File: config.mk
export PLATFORM = sky130hd
export DESIGN_NAME = state_dump_unit_flat
export DESIGN_NICKNAME = d
export VERILOG_FILES = /design/src/rtl/riscv_dump_pkg.sv /design/src/rtl/state_dump_unit_if.sv /design/src/rtl/dump_minmax_acc.sv /design/src/rtl/state_dump_unit.sv /design/src/flat_wrapper.sv
export SDC_FILE = /design/constraint.sdc
export NUM_CORES = 1
export LEC_CHECK = 0
export CAP_MARGIN = 20
export CELL_PAD_IN_SITES_DETAIL_PLACEMENT = 1
export CELL_PAD_IN_SITES_GLOBAL_PLACEMENT = 1
export CORE_ASPECT_RATIO = 0.8
export CORE_UTILIZATION = 32
export CTS_BUF_LIST = sky130_fd_sc_hd__clkbuf_2 sky130_fd_sc_hd__clkbuf_4 sky130_fd_sc_hd__clkbuf_8
export CTS_CLUSTER_DIAMETER = 100
export DETAILED_ROUTE_END_ITERATION = 6
export PLACE_DENSITY = 0.87
export SLEW_MARGIN = 20
export SYNTH_ARGS = -nofsm -noshare
export SYNTH_HDL_FRONTEND = slang
export SYNTH_SLANG_ARGS = --single-unit
File: constraint.sdc
create_clock -name clk -period 5.09 [get_ports clk]
set_input_delay 0.509 -clock clk [delete_from_list [all_inputs] [get_ports clk]]
set_output_delay 0.509 -clock clk [all_outputs]
set_load 0.05 [all_outputs]
File: src/rtl/riscv_dump_pkg.sv
// Shared types for the architectural state dump unit.
package riscv_dump_pkg;

    typedef enum logic [2:0] {
        S_IDLE,
        S_HALT,
        S_REGS,
        S_MEM,
        S_STATS,
        S_FINISH
    } dump_state_e;

    localparam logic [1:0] TAG_REG = 2'd0;
    localparam logic [1:0] TAG_MEM = 2'd1;
    localparam logic [1:0] TAG_MIN = 2'd2;
    localparam logic [1:0] TAG_MAX = 2'd3;

endpackage

File: src/rtl/state_dump_unit_if.sv
// Dump output stream: valid/ready beats carrying data, tag and index.
interface state_dump_unit_if #(
    parameter int XLEN   = 32,
    parameter int MEM_AW = 10
);
    logic              out_valid;
    logic              out_ready;
    logic [XLEN-1:0]   out_data;
    logic [1:0]        out_tag;
    logic [MEM_AW-1:0] out_index;

    modport master (
        output out_valid, out_data, out_tag, out_index,
        input  out_ready
    );

    modport slave (
        input  out_valid, out_data, out_tag, out_index,
        output out_ready
    );
endinterface

File: src/rtl/dump_minmax_acc.sv
// Signed running min/max over sampled words; reads 0/0 until first sample.
module dump_minmax_acc #(
    parameter int XLEN = 32
) (
    input  logic                   clk,
    input  logic                   rst_n,
    input  logic                   clr,
    input  logic                   en,
    input  logic signed [XLEN-1:0] din,
    output logic signed [XLEN-1:0] min_o,
    output logic signed [XLEN-1:0] max_o
);
    logic signed [XLEN-1:0] min_q, min_d, max_q, max_d;
    logic                   empty_q, empty_d;

    always_comb begin
        min_d   = min_q;
        max_d   = max_q;
        empty_d = empty_q;
        if (clr) begin
            min_d   = '0;
            max_d   = '0;
            empty_d = 1'b1;
        end else if (en) begin
            if (empty_q || din < min_q) min_d = din;
            if (empty_q || din > max_q) max_d = din;
            empty_d = 1'b0;
        end
    end

    always_ff @(posedge clk or negedge rst_n) begin
        if (!rst_n) begin
            min_q   <= '0;
            max_q   <= '0;
            empty_q <= 1'b1;
        end else begin
            min_q   <= min_d;
            max_q   <= max_d;
            empty_q <= empty_d;
        end
    end

    assign min_o = min_q;
    assign max_o = max_q;
endmodule

File: src/rtl/state_dump_unit.sv
// Halts the core and streams registers, a memory window and optional
// min/max stats (DUMP_MINMAX_EN) over a valid/ready port.
module state_dump_unit
    import riscv_dump_pkg::*;
#(
    parameter int XLEN   = 32,
    parameter int NREGS  = 32,
    parameter int MEM_AW = 10
) (
    input  logic                     clk,
    input  logic                     reset,
    input  logic                     start,
    input  logic [MEM_AW-1:0]        base_addr,
    input  logic [MEM_AW-2:0]        word_count,
    output logic                     halt_req,
    input  logic                     halt_ack,
    output logic [$clog2(NREGS)-1:0] rf_raddr,
    input  logic [XLEN-1:0]          rf_rdata,
    output logic [MEM_AW-1:0]        dm_addr,
    input  logic [XLEN-1:0]          dm_rdata,
    output logic                     busy,
    output logic                     done,
    output logic                     abort,
    state_dump_unit_if.master        out_if
);
    localparam int RW = $clog2(NREGS);
    localparam logic [RW-1:0] LAST_REG = RW'(NREGS - 1);
`ifdef DUMP_MINMAX_EN
    localparam dump_state_e POST_MEM = S_STATS;
`else
    localparam dump_state_e POST_MEM = S_FINISH;
`endif

    dump_state_e       state_q, state_d;
    logic [MEM_AW-1:0] base_q, base_d;
    logic [MEM_AW-2:0] cnt_q, cnt_d, k_q, k_d;
    logic [RW-1:0]     idx_q, idx_d;
    logic [MEM_AW-1:0] mem_addr;
    logic              live, valid, fire;

    // Beats are only offered while the core still acknowledges the halt.
    assign live     = state_q inside {S_REGS, S_MEM, S_STATS};
    assign valid    = live && halt_ack;
    assign fire     = valid && out_if.out_ready;
    assign abort    = live && !halt_ack;
    assign busy     = (state_q == S_HALT) || valid;
    assign halt_req = busy;
    assign mem_addr = base_q + {k_q[MEM_AW-3:0], 2'b00};
    assign out_if.out_valid = valid;

`ifdef DUMP_MINMAX_EN
    logic            stat_q, stat_d;
    logic [XLEN-1:0] min_v, max_v;

    dump_minmax_acc #(.XLEN(XLEN)) u_acc (
        .clk   (clk),
        .rst_n (reset),
        .clr   (state_q == S_IDLE && start),
        .en    (fire && state_q == S_MEM),
        .din   (dm_rdata),
        .min_o (min_v),
        .max_o (max_v)
    );
`endif

    always_comb begin
        state_d = state_q;
        base_d  = base_q;
        cnt_d   = cnt_q;
        k_d     = k_q;
        idx_d   = idx_q;
`ifdef DUMP_MINMAX_EN
        stat_d  = stat_q;
`endif
        done             = 1'b0;
        rf_raddr         = '0;
        dm_addr          = '0;
        out_if.out_data  = '0;
        out_if.out_tag   = TAG_REG;
        out_if.out_index = '0;
        unique case (state_q)
            S_IDLE: begin
                if (start) begin
                    base_d  = base_addr;
                    cnt_d   = word_count;
`ifdef DUMP_MINMAX_EN
                    stat_d  = 1'b0;
`endif
                    state_d = S_HALT;
                end
            end
            S_HALT: begin
                if (halt_ack) begin
                    idx_d   = '0;
                    state_d = S_REGS;
                end
            end
            S_REGS: begin
                rf_raddr         = idx_q;
                out_if.out_data  = rf_rdata;
                out_if.out_tag   = TAG_REG;
                out_if.out_index = MEM_AW'(idx_q);
                if (fire) begin
                    if (idx_q == LAST_REG) begin
                        k_d     = '0;
                        state_d = (cnt_q == '0) ? POST_MEM : S_MEM;
                    end else begin
                        idx_d = idx_q + 1'b1;
                    end
                end
            end
            S_MEM: begin
                dm_addr          = mem_addr;
                out_if.out_data  = dm_rdata;
                out_if.out_tag   = TAG_MEM;
                out_if.out_index = mem_addr;
                if (fire) begin
                    if (k_q == cnt_q - 1'b1) state_d = POST_MEM;
                    else                     k_d = k_q + 1'b1;
                end
            end
            S_STATS: begin
`ifdef DUMP_MINMAX_EN
                out_if.out_data  = stat_q ? max_v : min_v;
                out_if.out_tag   = stat_q ? TAG_MAX : TAG_MIN;
                out_if.out_index = base_q;
                if (fire) begin
                    if (stat_q) state_d = S_FINISH;
                    else        stat_d = 1'b1;
                end
`else
                state_d = S_FINISH;
`endif
            end
            S_FINISH: begin
                done    = 1'b1;
                state_d = S_IDLE;
            end
        endcase
        if (abort) state_d = S_IDLE;
    end

    always_ff @(posedge clk or negedge reset) begin
        if (!reset) begin
            state_q <= S_IDLE;
            base_q  <= '0;
            cnt_q   <= '0;
            k_q     <= '0;
            idx_q   <= '0;
`ifdef DUMP_MINMAX_EN
            stat_q  <= 1'b0;
`endif
        end else begin
            state_q <= state_d;
            base_q  <= base_d;
            cnt_q   <= cnt_d;
            k_q     <= k_d;
            idx_q   <= idx_d;
`ifdef DUMP_MINMAX_EN
            stat_q  <= stat_d;
`endif
        end
    end
endmodule

File: src/flat_wrapper.sv
// flat-port wrapper written by rule: the top's interface ports become plain ports
module state_dump_unit_flat import riscv_dump_pkg::*;
#(
    parameter int XLEN   = 32,
    parameter int NREGS  = 32,
    parameter int MEM_AW = 10
)
  (clk, reset, start, base_addr, word_count, halt_req, halt_ack, rf_raddr, rf_rdata, dm_addr, dm_rdata, busy, done, abort, out_if_out_valid, out_if_out_data, out_if_out_tag, out_if_out_index, out_if_out_ready);
  state_dump_unit_if #(.XLEN(XLEN), .MEM_AW(MEM_AW)) out_if_i ();
  input  logic clk;
  input  logic reset;
  input  logic start;
  input  logic [MEM_AW-1:0] base_addr;
  input  logic [MEM_AW-2:0] word_count;
  output logic halt_req;
  input  logic halt_ack;
  output logic [$clog2(NREGS)-1:0] rf_raddr;
  input  logic [XLEN-1:0] rf_rdata;
  output logic [MEM_AW-1:0] dm_addr;
  input  logic [XLEN-1:0] dm_rdata;
  output logic busy;
  output logic done;
  output logic abort;
  output wire logic [$bits(out_if_i.out_valid)-1:0] out_if_out_valid;
  output wire logic [$bits(out_if_i.out_data)-1:0] out_if_out_data;
  output wire logic [$bits(out_if_i.out_tag)-1:0] out_if_out_tag;
  output wire logic [$bits(out_if_i.out_index)-1:0] out_if_out_index;
  input wire logic [$bits(out_if_i.out_ready)-1:0] out_if_out_ready;
  assign out_if_out_valid = out_if_i.out_valid;
  assign out_if_out_data = out_if_i.out_data;
  assign out_if_out_tag = out_if_i.out_tag;
  assign out_if_out_index = out_if_i.out_index;
  assign out_if_i.out_ready = out_if_out_ready;
  state_dump_unit #(.XLEN(XLEN), .NREGS(NREGS), .MEM_AW(MEM_AW)) u_core (.clk(clk), .reset(reset), .start(start), .base_addr(base_addr), .word_count(word_count), .halt_req(halt_req), .halt_ack(halt_ack), .rf_raddr(rf_raddr), .rf_rdata(rf_rdata), .dm_addr(dm_addr), .dm_rdata(dm_rdata), .busy(busy), .done(done), .abort(abort), .out_if(out_if_i));
endmodule
==> summary.md <==
| Metric | Value |
|---|---|
| First-pass GRT wire length | `16.3 mm` |
| Yosys Warn Count | `0` |
| Reg clk slew, reported paths | `80 ps` |
| Placed cells | `579` |
| Post-synthesis cell type count | `52` |
| Setup violations, final | `0` |
| Final GP Congestion | `0.826` |
| Synth Area in XOR/XNOR | `0.0474` |
| Worst Path Required | `4580 ps` |
| Fill cells | `1,040` |
| Largest family of logic cells by synthesized area | `simple AND/OR/NAND/NOR gates` |
| Starting DRT DRC Count | `126` |
| Crit path max fanout | `8` |
| Worst hold path type | `in2async` |
| DRT Wirelength | `10.4 mm` |
| Crit path kind | `reg2out` |
| Sink Count | `36` |
| TNS Setup | `0 ps` |
| Critical path destination | `out_if_out_index[9]` |
| CTS tree | `done` |
| Worst r2r dst | `u_core.k_q[7]` |
| Die width | `110 µm` |
| Top_reg_cell synth | `dfrtp_1` |
| Register-to-Register Path Depth | `8` |
| Final hold vios | `0` |
| Dpl hpwl | `8.50 mm` |
| R2R Path Start | `u_core.cnt_q[0]` |
| Port Buffers | `150` |
| Reg2reg setup slack | `2140 ps` |
| Final Non-Filler Cells | `587` |
| FF+latch count, synth | `36` |
| Ys async rst share | `1.00` |
| Number of synthesized flops with an enable pin | `0` |
| Fmax | `249 MHz` |
| CORE AREA | `8710 µm²` |
| Worst VDD drop | `0.262 mV` |
| Worst Setup Start Kind | `flop` |
| CTS root buf | `clkbuf_8` |
| ANT nets after route | `0` |
| Outcome | `completed` |
| Post-route cell area | `4630 µm²` |
| Register Area | `902 µm²` |
| Most common cell after layout, fill and taps aside | `clkdlybuf4s50_1` |
| RSZ-0062 raised after global routing | `false` |
| Leak | `2.00 nW` |
| Layout cell share with drive strength beyond 1 | `0.0989` |
| Period minus WS final | `4020 ps` |
| H-tree depth | `2` |
| Pwr/cell area | `465 nW/µm²` |
| Area taken by multi-input logic gates | `1940 µm²` |
| Largest net degree at the start of global routing | `39` |
| Commonest non-fill, non-tap cells in the layout | `clkdlybuf4s50_1, nor2_1, mux2i_1` |
| Critical Path End Type | `output port` |
| Initial Util | `0.340` |
| Setup crit start | `u_core.k_q[1]` |
| Adder-Cell Fraction of Synth Area | `0.0533` |
| Max_cap viols | `0` |
| Diodes inserted | `0` |
| Synth Area in Compound Gates | `0.115` |
| Via count | `3,049` |
| CTS Buf Count | `5` |
| Skew final | `8.23 ps` |
| GR Overflow Total | `0` |
| Sequential share of the synthesized area | `0.304` |
| Post-synthesis mux area share | `0.211` |
| Slew @ Worst Pin | `1010 ps` |
| Post-CTS Setup Bufs | `0` |
| CTS Hold Bufs | `0` |
| Nets | `574` |
| Drc violations | `0` |
| Critical Path AT | `3510 ps` |
| Clock tree buffer depth | `2` |
| Die Y | `88.0 µm` |
| Fin crit share | `0.789` |
| Top Ports | `152` |
| Placed Area | `4540 µm²` |
| Vias in the first global route | `3,268` |
| Initial antenna violation count | `0` |
| Resize count post-CTS | `0` |
| Mean post-synth cell area | `8.86 µm²` |
| Row Count | `30` |
| Syn_nets | `434` |
| Area Overhead vs Synth | `56.5%` |
| Drt first pass iters | `4` |
| Slew HR | `0.319` |
| Worst skew pair latency | `290 ps` |
| Cell Area, Synth | `2960 µm²` |
| Vias per cell | `5.19` |
| Synth Instances | `334` |
| Final Max Slew Viols | `0` |
| Wirelength per Cell | `17.6 µm` |
| Post-Synth Simple-Gate Area | `0.225` |
| GRT Total Usage | `0.217` |
| Die area | `9640 µm²` |
-- sequential cells by signal (all words and copies together) (netlist names) --
name / flops
u_core.idx_q: 5
u_core.cnt_q: 9
u_core.k_q: 9
u_core.state_q: 3
u_core.base_q: 10
-- final cells by class --
type                    instances  share of cell area
multi-input cells             269               0.418
repair buffers                155               0.331
clock inverters                 1             0.00189
flip-flops and latches         36               0.195
inverters                       7             0.00567
well taps                     112              0.0303
clock buffers                   7              0.0181
-- synthesized netlist by cell type, types with 3 or more instances --
library cell | instances | area share
nor2_1 | 51 | 0.065
mux2i_1 | 42 | 0.14
dfrtp_1 | 36 | 0.30
a21oi_1 | 18 | 0.030
mux2_2 | 18 | 0.068
nand2_1 | 16 | 0.020
ha_1 | 11 | 0.047
clkbuf_1 | 10 | 0.013
nand2b_1 | 8 | 0.017
o21ai_0 | 8 | 0.014
xnor2_1 | 8 | 0.024
xor2_1 | 8 | 0.024
buf_2 | 7 | 0.012
inv_1 | 7 | 0.0089
or2_2 | 7 | 0.015
and2_1 | 6 | 0.013
and3_1 | 6 | 0.013
nand3_1 | 5 | 0.0085
nand4_1 | 5 | 0.011
nor2b_1 | 5 | 0.011
a21o_1 | 4 | 0.010
nor3_1 | 4 | 0.0068
buf_4 | 3 | 0.0076
-- metrics by stage --
step	power [mW]	hold WS [ps]	setup slack, ps	util
after floorplan	1.49	213	1980	-
after global placement	1.89	490	1620	0.521
after detailed placement	1.94	489	1440	0.521
after CTS	2.17	342	1090	0.532
after global routing	2.30	381	871	0.532
final	2.16	316	1070	0.532
-- logic make-up after synthesis --
kind of cell	Yosys count
fa+ha+maj	12
flops	36
buf+inv	29
xor+xnor	16
mux	60
other cells	1
simple gates	129
compound gates	51
-- metal layers --
layer	GRT usage	vias up	part of all wire
li1	-	1467	-
met1	0.275	1474	0.44
met2	0.385	98	0.50
met3	0.0432	10	0.055
met4	0.0400	0	0.011
met5	0	-	0
-- worst min path at each step --
| stage | startpoint | to | slack [ps] |
|---|---|---|---|
| finish | reset | u_core.cnt_q[2] | 320 |
| global route | reset | u_core.cnt_q[2] | 380 |
| CTS | reset | u_core.cnt_q[6] | 340 |
| detailed placement | u_core.idx_q[3] | u_core.idx_q[3] | 490 |
| global placement | u_core.idx_q[3] | u_core.idx_q[3] | 490 |
| floorplan | reset | u_core.base_q[0] | 210 |
-- power breakdown --
group          total, mW  switching (mW)  internal, mW  leakage, nW
Combinational       1.41           0.824         0.582         1.49
Sequential         0.531           0.151         0.381        0.456
Clock              0.218           0.110         0.109       0.0493
Total               2.16            1.08          1.07         2.00
-- critical path, cell delays in order (launching register included) --
cell,delay (ps)
dfrtp_1,520
ha_1,350
a21o_1,150
a21oi_1,250
o21bai_1,130
a2111oi_0,560
o21ai_0,220
a21oi_1,200
clkdlybuf4s50_1,830
(Power assumes the default switching activity.)
